===== src/rtl/musa_pkg.sv =====
// rtl/musa_pkg.sv - shared funct codes, flag indices and issue-unit state encoding
package musa_pkg;

  localparam logic [5:0] FUNC_NOP = 6'b000000;
  localparam logic [5:0] FUNC_ADD = 6'b100000;
  localparam logic [5:0] FUNC_SUB = 6'b100010;
  localparam logic [5:0] FUNC_MUL = 6'b011000;
  localparam logic [5:0] FUNC_DIV = 6'b011010;
  localparam logic [5:0] FUNC_AND = 6'b100100;
  localparam logic [5:0] FUNC_OR  = 6'b100101;
  localparam logic [5:0] FUNC_NOT = 6'b100111;

  // Bit positions inside the 4-bit {overflow,equals,above,zero} flag vector
  localparam int FLAG_ZERO     = 0;
  localparam int FLAG_ABOVE    = 1;
  localparam int FLAG_EQUALS   = 2;
  localparam int FLAG_OVERFLOW = 3;

  typedef enum logic [1:0] {
    ST_IDLE  = 2'd0,
    ST_SETUP = 2'd1,
    ST_EXEC  = 2'd2,
    ST_HOLD  = 2'd3
  } state_e;

  function automatic logic func_is_legal(input logic [5:0] f);
    case (f)
      FUNC_ADD, FUNC_SUB, FUNC_MUL, FUNC_DIV,
      FUNC_AND, FUNC_OR, FUNC_NOT: func_is_legal = 1'b1;
      default:                     func_is_legal = 1'b0;
    endcase
  endfunction

  // mul and div need extra EXEC cycles before the alu result settles
  function automatic logic func_is_muldiv(input logic [5:0] f);
    func_is_muldiv = (f == FUNC_MUL) || (f == FUNC_DIV);
  endfunction

endpackage


===== src/rtl/alu_issue_if.sv =====
// rtl/alu_issue_if.sv - issue-unit bundle: upstream, alu-facing and writeback signals
interface alu_issue_if #(
  parameter int DATA_W = 32,
  parameter int FUNC_W = 6,
  parameter int IMM_W  = 16
);
  logic              flush;
  logic              in_valid;
  logic              in_ready;
  logic [DATA_W-1:0] in_op1;
  logic [DATA_W-1:0] in_op2;
  logic [IMM_W-1:0]  in_imm;
  logic              in_use_imm;
  logic              in_sign_ext;
  logic [FUNC_W-1:0] in_func;
  logic [DATA_W-1:0] alu_op1;
  logic [DATA_W-1:0] alu_op2;
  logic [FUNC_W-1:0] alu_func;
  logic [DATA_W-1:0] alu_result;
  logic [3:0]        alu_flags;
  logic              out_valid;
  logic              out_ready;
  logic [DATA_W-1:0] out_result;
  logic [3:0]        out_flags;
  logic              out_illegal;
  logic              busy;

  // Issue unit side
  modport slave (
    input  flush, in_valid, in_op1, in_op2, in_imm, in_use_imm, in_sign_ext, in_func,
    input  alu_result, alu_flags, out_ready,
    output in_ready, alu_op1, alu_op2, alu_func,
    output out_valid, out_result, out_flags, out_illegal, busy
  );

  // Surrounding pipeline side (decode, alu, writeback)
  modport master (
    output flush, in_valid, in_op1, in_op2, in_imm, in_use_imm, in_sign_ext, in_func,
    output alu_result, alu_flags, out_ready,
    input  in_ready, alu_op1, alu_op2, alu_func,
    input  out_valid, out_result, out_flags, out_illegal, busy
  );
endinterface


===== src/rtl/alu_issue_imm_ext.sv =====
// rtl/alu_issue_imm_ext.sv - immediate sign/zero extension to operand width
module alu_issue_imm_ext #(
  parameter int DATA_W = 32,
  parameter int IMM_W  = 16
) (
  input  logic [IMM_W-1:0]  imm,
  input  logic              sign_ext,
  output logic [DATA_W-1:0] ext
);

  logic fill;

  assign fill = sign_ext & imm[IMM_W-1];
  assign ext  = {{(DATA_W-IMM_W){fill}}, imm};

endmodule


===== src/rtl/alu_issue.sv =====
// rtl/alu_issue.sv - execute-stage issue/capture unit sequencing operands into the alu
module alu_issue
  import musa_pkg::*;
#(
  parameter int          DATA_W      = 32,
  parameter int          FUNC_W      = 6,
  parameter int          IMM_W       = 16,
  parameter int unsigned MULDIV_WAIT = 2
) (
  input logic        clk,
  input logic        rst_n,
  alu_issue_if.slave bus
);

  localparam int WAIT_W = 8;

  state_e            state_q, state_d;
  logic [DATA_W-1:0] op1_q, op1_d;
  logic [DATA_W-1:0] op2_q, op2_d;
  logic [FUNC_W-1:0] func_q, func_d;
  logic [WAIT_W-1:0] wait_q, wait_d;
  logic [DATA_W-1:0] result_q, result_d;
  logic [3:0]        flags_q, flags_d;
  logic              illegal_q, illegal_d;
  logic [DATA_W-1:0] imm_ext;
  logic              accept;
  logic              in_ready;

  alu_issue_imm_ext #(
    .DATA_W (DATA_W),
    .IMM_W  (IMM_W)
  ) u_imm_ext (
    .imm      (bus.in_imm),
    .sign_ext (bus.in_sign_ext),
    .ext      (imm_ext)
  );

  // Next-state logic: handshakes, operand latch, wait countdown and result capture
  always_comb begin
    state_d   = state_q;
    op1_d     = op1_q;
    op2_d     = op2_q;
    func_d    = func_q;
    wait_d    = wait_q;
    result_d  = result_q;
    flags_d   = flags_q;
    illegal_d = illegal_q;
    in_ready  = 1'b0;
    accept    = 1'b0;

    case (state_q)
      ST_IDLE: begin
        in_ready = 1'b1;
        accept   = bus.in_valid;
      end
      ST_SETUP: begin
        state_d = ST_EXEC;
        wait_d  = func_is_muldiv(func_q) ? WAIT_W'(MULDIV_WAIT) : '0;
      end
      ST_EXEC: begin
        if (wait_q == '0) begin
          result_d = bus.alu_result;
          flags_d  = bus.alu_flags;
          state_d  = ST_HOLD;
        end else begin
          wait_d = wait_q - 1'b1;
        end
      end
      ST_HOLD: begin
        // Downstream taking the result frees the slot in the same cycle
        in_ready = bus.out_ready;
        if (bus.out_ready) begin
          illegal_d = 1'b0;
          if (bus.in_valid) begin
            accept = 1'b1;
          end else begin
            state_d = ST_IDLE;
          end
        end
      end
      default: state_d = ST_IDLE;
    endcase

    // Flush wins over every handshake; an instruction offered now is dropped
    if (bus.flush) begin
      in_ready  = 1'b0;
      accept    = 1'b0;
      state_d   = ST_IDLE;
      illegal_d = 1'b0;
      wait_d    = '0;
    end

    if (accept) begin
      op1_d  = bus.in_op1;
      op2_d  = bus.in_use_imm ? imm_ext : bus.in_op2;
      func_d = bus.in_func;
      if (func_is_legal(bus.in_func)) begin
        state_d   = ST_SETUP;
        illegal_d = 1'b0;
      end else begin
        state_d   = ST_HOLD;
        illegal_d = 1'b1;
        result_d  = '0;
        flags_d   = '0;
      end
    end
  end

  // State and datapath registers
  always_ff @(posedge clk or negedge rst_n) begin
    if (!rst_n) begin
      state_q   <= ST_IDLE;
      op1_q     <= '0;
      op2_q     <= '0;
      func_q    <= FUNC_NOP;
      wait_q    <= '0;
      result_q  <= '0;
      flags_q   <= '0;
      illegal_q <= 1'b0;
    end else begin
      state_q   <= state_d;
      op1_q     <= op1_d;
      op2_q     <= op2_d;
      func_q    <= func_d;
      wait_q    <= wait_d;
      result_q  <= result_d;
      flags_q   <= flags_d;
      illegal_q <= illegal_d;
    end
  end

  // The alu only sees the real funct in EXEC; SETUP forces NOP so every op has a func edge
  assign bus.alu_op1     = op1_q;
  assign bus.alu_op2     = op2_q;
  assign bus.alu_func    = (state_q == ST_EXEC) ? func_q : FUNC_NOP;
  assign bus.in_ready    = in_ready;
  assign bus.out_valid   = (state_q == ST_HOLD);
  assign bus.out_result  = result_q;
  assign bus.out_flags   = flags_q;
  assign bus.out_illegal = illegal_q;
  assign bus.busy        = (state_q != ST_IDLE);

endmodule

===== src/flat_wrapper.sv =====
// flat-port wrapper written by rule: the top's interface ports become plain ports
module alu_issue_flat import musa_pkg::*;
#(
  parameter int          DATA_W      = 32,
  parameter int          FUNC_W      = 6,
  parameter int          IMM_W       = 16,
  parameter int unsigned MULDIV_WAIT = 2
)
  (clk, rst_n, bus_flush, bus_in_valid, bus_in_op1, bus_in_op2, bus_in_imm, bus_in_use_imm, bus_in_sign_ext, bus_in_func, bus_alu_result, bus_alu_flags, bus_out_ready, bus_in_ready, bus_alu_op1, bus_alu_op2, bus_alu_func, bus_out_valid, bus_out_result, bus_out_flags, bus_out_illegal, bus_busy);
  alu_issue_if #(.DATA_W(DATA_W), .FUNC_W(FUNC_W), .IMM_W(IMM_W)) bus_i ();
  input logic clk;
  input logic rst_n;
  input wire logic [$bits(bus_i.flush)-1:0] bus_flush;
  input wire logic [$bits(bus_i.in_valid)-1:0] bus_in_valid;
  input wire logic [$bits(bus_i.in_op1)-1:0] bus_in_op1;
  input wire logic [$bits(bus_i.in_op2)-1:0] bus_in_op2;
  input wire logic [$bits(bus_i.in_imm)-1:0] bus_in_imm;
  input wire logic [$bits(bus_i.in_use_imm)-1:0] bus_in_use_imm;
  input wire logic [$bits(bus_i.in_sign_ext)-1:0] bus_in_sign_ext;
  input wire logic [$bits(bus_i.in_func)-1:0] bus_in_func;
  input wire logic [$bits(bus_i.alu_result)-1:0] bus_alu_result;
  input wire logic [$bits(bus_i.alu_flags)-1:0] bus_alu_flags;
  input wire logic [$bits(bus_i.out_ready)-1:0] bus_out_ready;
  output wire logic [$bits(bus_i.in_ready)-1:0] bus_in_ready;
  output wire logic [$bits(bus_i.alu_op1)-1:0] bus_alu_op1;
  output wire logic [$bits(bus_i.alu_op2)-1:0] bus_alu_op2;
  output wire logic [$bits(bus_i.alu_func)-1:0] bus_alu_func;
  output wire logic [$bits(bus_i.out_valid)-1:0] bus_out_valid;
  output wire logic [$bits(bus_i.out_result)-1:0] bus_out_result;
  output wire logic [$bits(bus_i.out_flags)-1:0] bus_out_flags;
  output wire logic [$bits(bus_i.out_illegal)-1:0] bus_out_illegal;
  output wire logic [$bits(bus_i.busy)-1:0] bus_busy;
  assign bus_i.flush = bus_flush;
  assign bus_i.in_valid = bus_in_valid;
  assign bus_i.in_op1 = bus_in_op1;
  assign bus_i.in_op2 = bus_in_op2;
  assign bus_i.in_imm = bus_in_imm;
  assign bus_i.in_use_imm = bus_in_use_imm;
  assign bus_i.in_sign_ext = bus_in_sign_ext;
  assign bus_i.in_func = bus_in_func;
  assign bus_i.alu_result = bus_alu_result;
  assign bus_i.alu_flags = bus_alu_flags;
  assign bus_i.out_ready = bus_out_ready;
  assign bus_in_ready = bus_i.in_ready;
  assign bus_alu_op1 = bus_i.alu_op1;
  assign bus_alu_op2 = bus_i.alu_op2;
  assign bus_alu_func = bus_i.alu_func;
  assign bus_out_valid = bus_i.out_valid;
  assign bus_out_result = bus_i.out_result;
  assign bus_out_flags = bus_i.out_flags;
  assign bus_out_illegal = bus_i.out_illegal;
  assign bus_busy = bus_i.busy;
  alu_issue #(.DATA_W(DATA_W), .FUNC_W(FUNC_W), .IMM_W(IMM_W), .MULDIV_WAIT(MULDIV_WAIT)) u_core (.clk(clk), .rst_n(rst_n), .bus(bus_i));
endmodule

===== config.mk =====
export PLATFORM = sky130hd
export DESIGN_NAME = alu_issue_flat
export DESIGN_NICKNAME = d
export VERILOG_FILES = /design/src/rtl/musa_pkg.sv /design/src/rtl/alu_issue_if.sv /design/src/rtl/alu_issue_imm_ext.sv /design/src/rtl/alu_issue.sv /design/src/flat_wrapper.sv
export SDC_FILE = /design/constraint.sdc
export NUM_CORES = 1
export LEC_CHECK = 0
export ABC_AREA = 1
export CAP_MARGIN = 20
export CELL_PAD_IN_SITES_DETAIL_PLACEMENT = 0
export CELL_PAD_IN_SITES_GLOBAL_PLACEMENT = 1
export CORE_MARGIN = 2
export CORE_UTILIZATION = 30
export DETAILED_ROUTE_END_ITERATION = 10
export GPL_TIMING_DRIVEN = 0
export PLACE_DENSITY = 0.86
export SLEW_MARGIN = 20
export SYNTH_ARGS = -nofsm -noshare
export SYNTH_HDL_FRONTEND = slang
export SYNTH_SLANG_ARGS = --single-unit

===== constraint.sdc =====
create_clock -name clk -period 1.97 [get_ports clk]
set_input_delay 0.394 -clock clk [delete_from_list [all_inputs] [get_ports clk]]
set_output_delay 0.394 -clock clk [all_outputs]
set_load 0.1 [all_outputs]

==> metrics.txt, run 1 <==
synth top area cells dfrtp_1 52%, nand2_1 21%, inv_1 8.7%, o21ai_0 5.8%, o21ai_1 2.8%; placed insts 1204; DRT Pass-1 Iters 4; Worst Hold Class reg2reg; clk root buf clkbuf_16; DRC viols 0; layout cell share with drive strength beyond 1 0.200; GPL Wtd Cong 0.777; Syn. warnings 0; clock period minus worst slack 1.96 ns; nets 1139; endpoint class of the critical path output port; CP cell instances inv_2 -> ha_4 -> inv_4 -> nand2_4 -> nor2_4 -> buf_12; period utilisation layout 0.995; worst slew pin tran 0.591 ns; pre-CTS setup slack -0.830 ns; Layout area overhead 64.3%; Top FF cell, synth dfrtp_1; slowest CP cell dfrtp_2; EDFF count, synth 0; Inserted Diodes 0; FMAX 0.510 GHz; first-pass GRT wire length 26900 µm; RR Startpoint u_core.state_q[1]; mapped cell area 5580 µm²; grt ovf 0; Rows between 40 and 50; Placeable Area 18100 µm²; Clock Latency Late Sink 0.41 ns; Setup crit start u_core.state_q[1]; hold path startpoint u_core.bus.alu_op1[7]; worst rel slew slack 0.608; PnR worst setup slack a little under 0.01 ns; initial antenna violation count 0; TritonCTS Buffers 17; Post-Layout Cell Count 1242; sequential fraction of the synthesis area 0.525; adder-cell share of the synthesized area 0.0157; Post-Synthesis Cells about 740; average routed wire per standard cell 13.4 µm; Worst path max stage delay roughly 0.46 ns; Mapped Nets 873; Worst Setup Start Kind flop; io pins 239; dpl hpwl around 12000 µm; unrepaired setup endpoints after global routing yes; largest family of logic cells by synthesized area simple AND/OR/NAND/NOR gates; H-tree depth 4; clock slew at reported path FFs around 0.050 ns; CTS tree yes; maxcap violations 0; initial core utilization 0.309; Via Count roughly 5300; Setup Skew 0.00544 ns; XOR/XNOR Fraction of Synth Area 0.00314; status finished clean; routed wire length 16600 µm; dpl cell area 8280 µm²; critical path arrival roughly 1.6 ns; vias per cell 4.23; Final ANT Viol Nets 0; Final Setup Violations 0; register bit count reported by yosys 117; die width ~140 µm; post-synthesis mux area share 0.00179; Yosys cell types 25; CP max FO 4; Synth Area in Compound Gates 0.0888; post-synth top area share 0.525; Post-Synth Simple-Gate Area 0.247; per-instance average area after synthesis 7.57 µm²; fin area 9170 µm²; most common cell in the netlist nand2_1; Fin. Hold Viols 0; Post-synth top cells 307 x nand2_1, 129 x inv_1, 117 x dfrtp_1, 65 x o21ai_0, 31 x o21ai_1; Die ar. 19700 µm²; overall routing resource usage 0.173; IO Port Bufs 237; Iteration-0 DRC Markers 183; CP required 1.58 ns; asr flop ratio synth 1.00; Longest Clk Path Bufs 2; area leader, netlist dfrtp_1; Slew Limit Fails 0; setup TNS 0 ns; clock sinks about 120; pin count of the biggest net entering global routing 60; die height about 140 µm; vias in the first global route 5228; Crit Path Class reg2out
[final timing paths]
kind	to	slack, ns	cells past startpoint
max	bus_in_ready	0.01	6
max reg2reg	u_core.bus.out_flags[0]	0.15	10
min	u_core.bus.alu_op1[7]	0.47	2
max in group asynchronous	u_core.bus.alu_op1[2]	0.75	3
min reg2reg	u_core.bus.alu_op1[7]	0.47	2
min in group asynchronous	u_core.bus.out_result[5]	0.53	2
[logic make-up after synthesis]
logic type,count (synthesis)
simple gates,348
flops,117
xor+xnor,2
fa+ha+maj,7
compound gates,98
mux,1
buf+inv,164
[registers in the layout (all words and copies together), names as in the netlist]
register / cells
u_core.bus.alu_op1: 32
u_core.bus.alu_op2: 32
u_core.bus.out_result: 32
u_core.wait_q: 8
u_core.func_q: 6
u_core.bus.out_flags: 4
u_core.state_q: 2
u_core.bus.out_illegal: 1
[critical path: cells and delay by family, from the launching register on]
kind | cells | cell delay (ns)
DFF | 1 | 0.46
buffers and inverters | 3 | 0.35
adders and majority gates | 1 | 0.21
and+or+nand+nor | 2 | 0.14
[per-layer routing]
| layer | up-vias | share of wire | GRT usage |
|---|---|---|---|
| met3 | 20 | 0.094 | 0.0697 |
| met4 | 0 | 0.014 | 0.0553 |
| met1 | 2329 | 0.43 | 0.207 |
| li1 | 2733 | - | - |
| met2 | 174 | 0.46 | 0.286 |
| met5 | - | 0 | 0 |
[area by class of cell]
type | instances | area [µm²]
Buffer | 31 | 170
Clock buffer | 21 | 480
Clock inverter | 8 | 77.6
Fill cell | 1774 | 8920
Inverter | 132 | 500
Multi-Input combinational cell | 456 | 2060
Sequential cell | 117 | 2930
Tap cell | 229 | 287
Timing Repair Buffer | 248 | 2670
[stage by stage]
| stage | utilization | hold WS [ns] |
|---|---|---|
| 4_1_cts | 0.507 | 0.458 |
| 3_3_place_gp | 0.456 | 0.452 |
| 5_1_grt | 0.507 | 0.484 |
| 6_report | 0.507 | 0.466 |
| 3_5_place_dp | 0.458 | 0.412 |
| 2_1_floorplan | - | 0.0984 |
[placed cells by master, fill, tap and decap left out, drive strengths merged]
cell type	n
buf	39
bufinv	1
clkbuf	33
clkdlybuf4s15	101
clkdlybuf4s50	126
clkinv	2
clkinvlp	5
dfrtp	117
dlygate4sd3	1
ha	7
inv	132
mux2i	1
nand2	309
nand3	12
nand3b	1
nand4	4
nor2	20
nor3	2
o211ai	1
o21ai	96
o21bai	1
xor2	2
[timing repair]
action,4_1_cts,5_1_grt
gates resized for setup,399,13
pin swaps,6,1
setup endpoints to repair,217,56
buffers inserted,8,1
hold buffers,1,0
endpoints found under the hold margin,58,0
Power of run 1 is not shown: default switching activity piles up to over one toggle a cycle in this logic, so the estimate is an artifact.
==> inputs of run 2 (changes only) <==
Settings changed: CTS_BUF_LIST set to sky130_fd_sc_hd__clkbuf_8.
==> metrics.txt, run 2 (synthesized netlist as in run 1, its figures left out) <==
grt ovf 0 (unchanged); die height 140 µm (unchanged); clk root buf clkbuf_8; io pins 239 (unchanged); RR Startpoint u_core.state_q[1]; average routed wire per standard cell 13.3 µm (-0.38%); Fin. Hold Viols 0 (unchanged); commonest non-fill, non-tap cell in the layout nand2_1; CP required 1.58 ns (about the same); Inserted Diodes 0 (unchanged); die width 140 µm (unchanged); dpl hpwl 12100 µm (unchanged); layout cell share with drive strength beyond 1 0.200 (-0.000790); overall routing resource usage 0.171 (-0.00240); first-pass GRT wire length 26600 µm (-0.82%); Iteration-0 DRC Markers 213 (+16%); Setup Skew 0.00774 ns (+0.00230 ns); worst rel slew slack 0.609 (+0.000960); pin count of the biggest net entering global routing 60 (unchanged); Crit Path Class reg2out; DRT Pass-1 Iters 4 (unchanged); Rows 49 (unchanged); routed wire length 16500 µm (-0.46%); GPL Wtd Cong 0.777 (unchanged); vias in the first global route 5165 (-1.2%); CP cell instances ha_4 -> nand2_2 -> nand2_4 -> nand2_4 -> nor2_4 -> buf_12; area of the multi-input gates 2050 µm² (-0.24%); DRC viols 0 (unchanged); clock sinks 117 (unchanged); worst slew pin tran 0.590 ns (-0.00145 ns); Final Util 0.496 (-0.0111); Worst path max stage delay 0.44 ns (-0.02 ns); Storage cell area 2930 µm² (unchanged); Worst Setup Start Kind flop; violated checks setup timing; fill count 1797 (+1.3%); most frequent CP cell nand2_4; Layout area overhead 60.7%; unrepaired setup endpoints after global routing yes; CTS tree yes; initial antenna violation count 0 (unchanged); clock slew at reported path FFs 0.07 ns (+0.02 ns); Slew Limit Fails 0 (unchanged); Longest Clk Path Bufs 2 (unchanged); Final ANT Viol Nets 0 (unchanged); FMAX 0.495 GHz (-2.9%); slowest CP cell dfrtp_2; IO Port Bufs 237 (unchanged); TritonCTS Buffers 17 (unchanged); nets 1138 (-0.088%); critical path arrival 1.63 ns (+0.06 ns); status finished with violations; Setup crit start u_core.state_q[1]; vias per cell 4.26 (+0.56%); clock period minus worst slack 2.02 ns (+0.0590 ns); Die ar. 19700 µm² (unchanged); critical path buffer and inverter count 1 (-2); Top delay family on crit path flip-flops; maxcap violations 0 (unchanged); Worst Hold Class in2reg; endpoint class of the critical path output port; CP max FO 4 (unchanged); PnR worst setup slack -0.0491 ns (-0.0590 ns); H-tree depth 4 (unchanged); hold path startpoint bus_in_use_imm; period utilisation layout 1.02 (+0.0300); Final Setup Violations 1 (+1); WHS 0.450 ns (-0.0161 ns); Via Count 5281 (+0.48%); commonest cells after routing, fill and taps aside 305 x nand2_1, 126 x clkdlybuf4s50_1, 119 x inv_1; Clock Latency Late Sink 0.42 ns (about the same); Placeable Area 18100 µm² (unchanged); initial core utilization 0.309 (unchanged)
==> run 2: cell count changes in the layout (fill, tap and decap cells not counted) <==
cell       change
nand2_4        -1
clkbuf_2       +1
nand2_2        +1
buf_2          -2
buf_4          -1
clkbuf_4       +1
clkbuf_8      +17
clkbuf_16     -17
==> run 2: repair_timing <==
item | CTS | global route
hold buffers | 1 | 0
pin swaps | 1 | 4
hold endpoints to repair | 58 | 0
endpoints found under the setup margin | 217 | 68
gates resized for setup | 390 | 21
setup buffers | 6 | 2
==> run 2: worst paths after layout <==
path / endpoint / slack (ns) / depth (start not counted)
max: bus_in_ready / -0.05 / 6
min: u_core.bus.alu_op2[3] / 0.45 / 4
max reg2reg: u_core.bus.out_result[28] / 0.15 / 10
min reg2reg: u_core.bus.alu_op1[7] / 0.47 / 2
max in group asynchronous: u_core.bus.alu_op1[2] / 0.76 / 3
min in group asynchronous: u_core.bus.out_result[5] / 0.51 / 2
==> run 2: final cells by class <==
class                      instances  area share
sequential                       117       0.327
timing repair buffer             247       0.297
multi-input combinational        456       0.229
inverter                         132      0.0558
clock buffer                      21      0.0322
tap                              229      0.0320
buffer                            31      0.0190
clock inverter                     8     0.00865
==> run 2: per-layer routing <==
layer  wire length (µm)  vias to the layer above  GRT usage
li1                   -                     2735          -
met4                212                        0     0.0505
met5                  0                        -          0
met2               7640                      194      0.280
met1               7070                     2335      0.208
met3               1620                       17     0.0677
==> run 2: worst register-to-register path: cells and delay by family (launching register included) <==
kind	cells	cell delay [ns]
adders and majority gates	1	0.20
buffers and inverters	5	0.53
DFF	1	0.46
and+or+nand+nor	4	0.52
==> run 2: stage by stage <==
stage / cells / cell area (µm²) / TNS, ns / setup slack (ns)
after floorplan: 737 / 5590 / -13.57 / -0.245
after global placement: 1203 / 8250 / -532.09 / -4.31
after detailed placement: 1204 / 8280 / -32.13 / -0.830
after CTS: 1240 / 8900 / -0.0996 / -0.0919
after global routing: 1241 / 8970 / -0.150 / -0.117
final: 1241 / 8970 / -0.0491 / -0.0491
Power of run 2 is left out for the same reason.
==> inputs of run 3 (changes only) <==
Settings changed: CTS_BUF_LIST sky130_fd_sc_hd__clkbuf_8 to sky130_fd_sc_hd__clkbuf_16.
==> metrics.txt, run 3 (synthesized netlist as in run 1, its figures left out) <==
status finished clean; maxcap violations 0 (unchanged); Worst Setup Start Kind flop; worst rel slew slack 0.608 (-0.000960); Placeable Area 18100 µm² (unchanged); initial antenna violation count 0 (unchanged); TritonCTS Buffers 17 (unchanged); dpl hpwl 12100 µm (unchanged); overall routing resource usage 0.173 (+0.00232); H-tree depth 4 (unchanged); Final Util 0.505 (+0.00892); GPL Wtd Cong 0.777 (unchanged); Clock Latency Late Sink 0.41 ns (about the same); WHS 0.466 ns (+0.0161 ns); vias per cell 4.23 (-0.63%); Final Setup Violations 0 (-1); Setup Skew 0.00493 ns (-0.00281 ns); FMAX 0.512 GHz (+3.4%); DRT Pass-1 Iters 4 (unchanged); dpl cell area 8280 µm² (unchanged); Via Count 5252 (-0.55%); endpoint class of the critical path output port; average routed wire per standard cell 13.3 µm (about the same); critical path arrival 1.56 ns (-0.07 ns); hold endpoint u_core.bus.alu_op1[7]; critical path buffer and inverter count 3 (+2); layout cell share with drive strength beyond 1 0.196 (-0.00316); Worst path max stage delay 0.45 ns (about the same); Longest Clk Path Bufs 2 (unchanged); area of the multi-input gates 2060 µm² (+0.24%); IO Port Bufs 237 (unchanged); clock sinks 117 (unchanged); Die ar. 19700 µm² (unchanged); setup TNS 0 ns (+0.0491 ns); die width 140 µm (unchanged); Final ANT Viol Nets 0 (unchanged); Worst R2R Path Depth 10 (unchanged); CP cell instances inv_4 -> ha_4 -> inv_4 -> nand2_4 -> nor2_4 -> buf_12; CP max FO 4 (unchanged); Worst Hold Class reg2reg; die height 140 µm (unchanged); period utilisation layout 0.991 (-0.0340); CTS tree yes; Rows 49 (unchanged); Inserted Diodes 0 (unchanged); initial core utilization 0.309 (unchanged); Storage cell area 2930 µm² (unchanged); grt ovf 0 (unchanged); Layout area overhead 63.6%; Crit Path Class reg2out; Slew Limit Fails 0 (unchanged); nets 1139 (+0.088%); vias in the first global route 5225 (+1.2%); Fin. Hold Viols 0 (unchanged); Iteration-0 DRC Markers 171 (-20%); commonest cells after routing, fill and taps aside 305 x nand2_1, 126 x clkdlybuf4s50_1, 119 x inv_1; Top delay family on crit path flip-flops; RR Endpoint u_core.bus.out_result[28]; fill count 1782 (-0.83%); worst slew pin tran 0.591 ns (+0.00145 ns); r2r setup slk 0.15 ns (about the same); commonest non-fill, non-tap cell in the layout nand2_1; clock period minus worst slack 1.95 ns (-0.0670 ns); Setup crit start u_core.state_q[0]; clock slew at reported path FFs 0.05 ns (-0.02 ns); hold path startpoint u_core.bus.alu_op1[7]; unrepaired setup endpoints after global routing yes; first-pass GRT wire length 26800 µm (+0.68%); clk root buf clkbuf_16; pin count of the biggest net entering global routing 60 (unchanged); io pins 239 (unchanged); fin area 9130 µm² (+1.8%); RR Startpoint u_core.state_q[0]; hold path depth 2 (-2); routed wire length 16600 µm (about the same); most frequent CP cell inv_4; CP required 1.58 ns (about the same); slowest CP cell dfrtp_2; DRC viols 0 (unchanged)
==> run 3: cell count changes in the layout (fill, tap and decap cells not counted) <==
cell	delta
nand2_4	+1
nand2_2	-1
buf_4	+1
buf_2	+2
clkbuf_8	-21
clkbuf_4	-1
clkbuf_2	-1
clkinv_1	+4
clkbuf_16	+17
==> run 3: timing repair <==
action,4_1_cts,5_1_grt
hold endpoints to repair,58,0
resized for setup,400,12
endpoints found under the setup margin,217,56
hold buffers,1,0
buffers inserted,8,1
pin swaps,6,2
==> run 3: worst min-delay path, stage by stage, from the launching register on <==
cell and delay, ns:
dfrtp_1 0.34, nand2_1 0.05, nand2_1 0.04
==> run 3: per-layer routing <==
layer / vias up / share of wire / GRT usage / routed length, µm
li1: 2732 / - / - / -
met1: 2318 / 0.42 / 0.206 / 7020
met2: 183 / 0.46 / 0.285 / 7700
met3: 19 / 0.097 / 0.0732 / 1610
met4: 0 / 0.013 / 0.0537 / 219
met5: - / 0 / 0 / 0
==> run 3: cell type report <==
cell class | count | area share
multi-input cells | 456 | 0.225
inverters | 132 | 0.0548
plain buffers | 31 | 0.0186
clock buffers | 17 | 0.0466
well taps | 229 | 0.0314
flip-flops and latches | 117 | 0.321
clock inverters | 12 | 0.0101
repair buffers | 248 | 0.292
==> run 3: worst max-delay path by stage <==
| stage | cells past startpoint | endpoint |
|---|---|---|
| 2_1_floorplan | 6 | bus_in_ready |
| 3_3_place_gp | 1 | u_core.bus.alu_op2[25] |
| 3_5_place_dp | 6 | bus_in_ready |
| 4_1_cts | 6 | bus_in_ready |
| 5_1_grt | 6 | bus_in_ready |
| 6_report | 6 | bus_in_ready |
==> run 3: stage by stage <==
step / setup slack, ns / cells
2_1_floorplan: -0.245 / 737
3_3_place_gp: -4.31 / 1203
3_5_place_dp: -0.830 / 1204
4_1_cts: -0.0450 / 1242
5_1_grt: -0.0433 / 1242
6_report: 0.0178 / 1242
Power of run 3 is left out for the same reason.
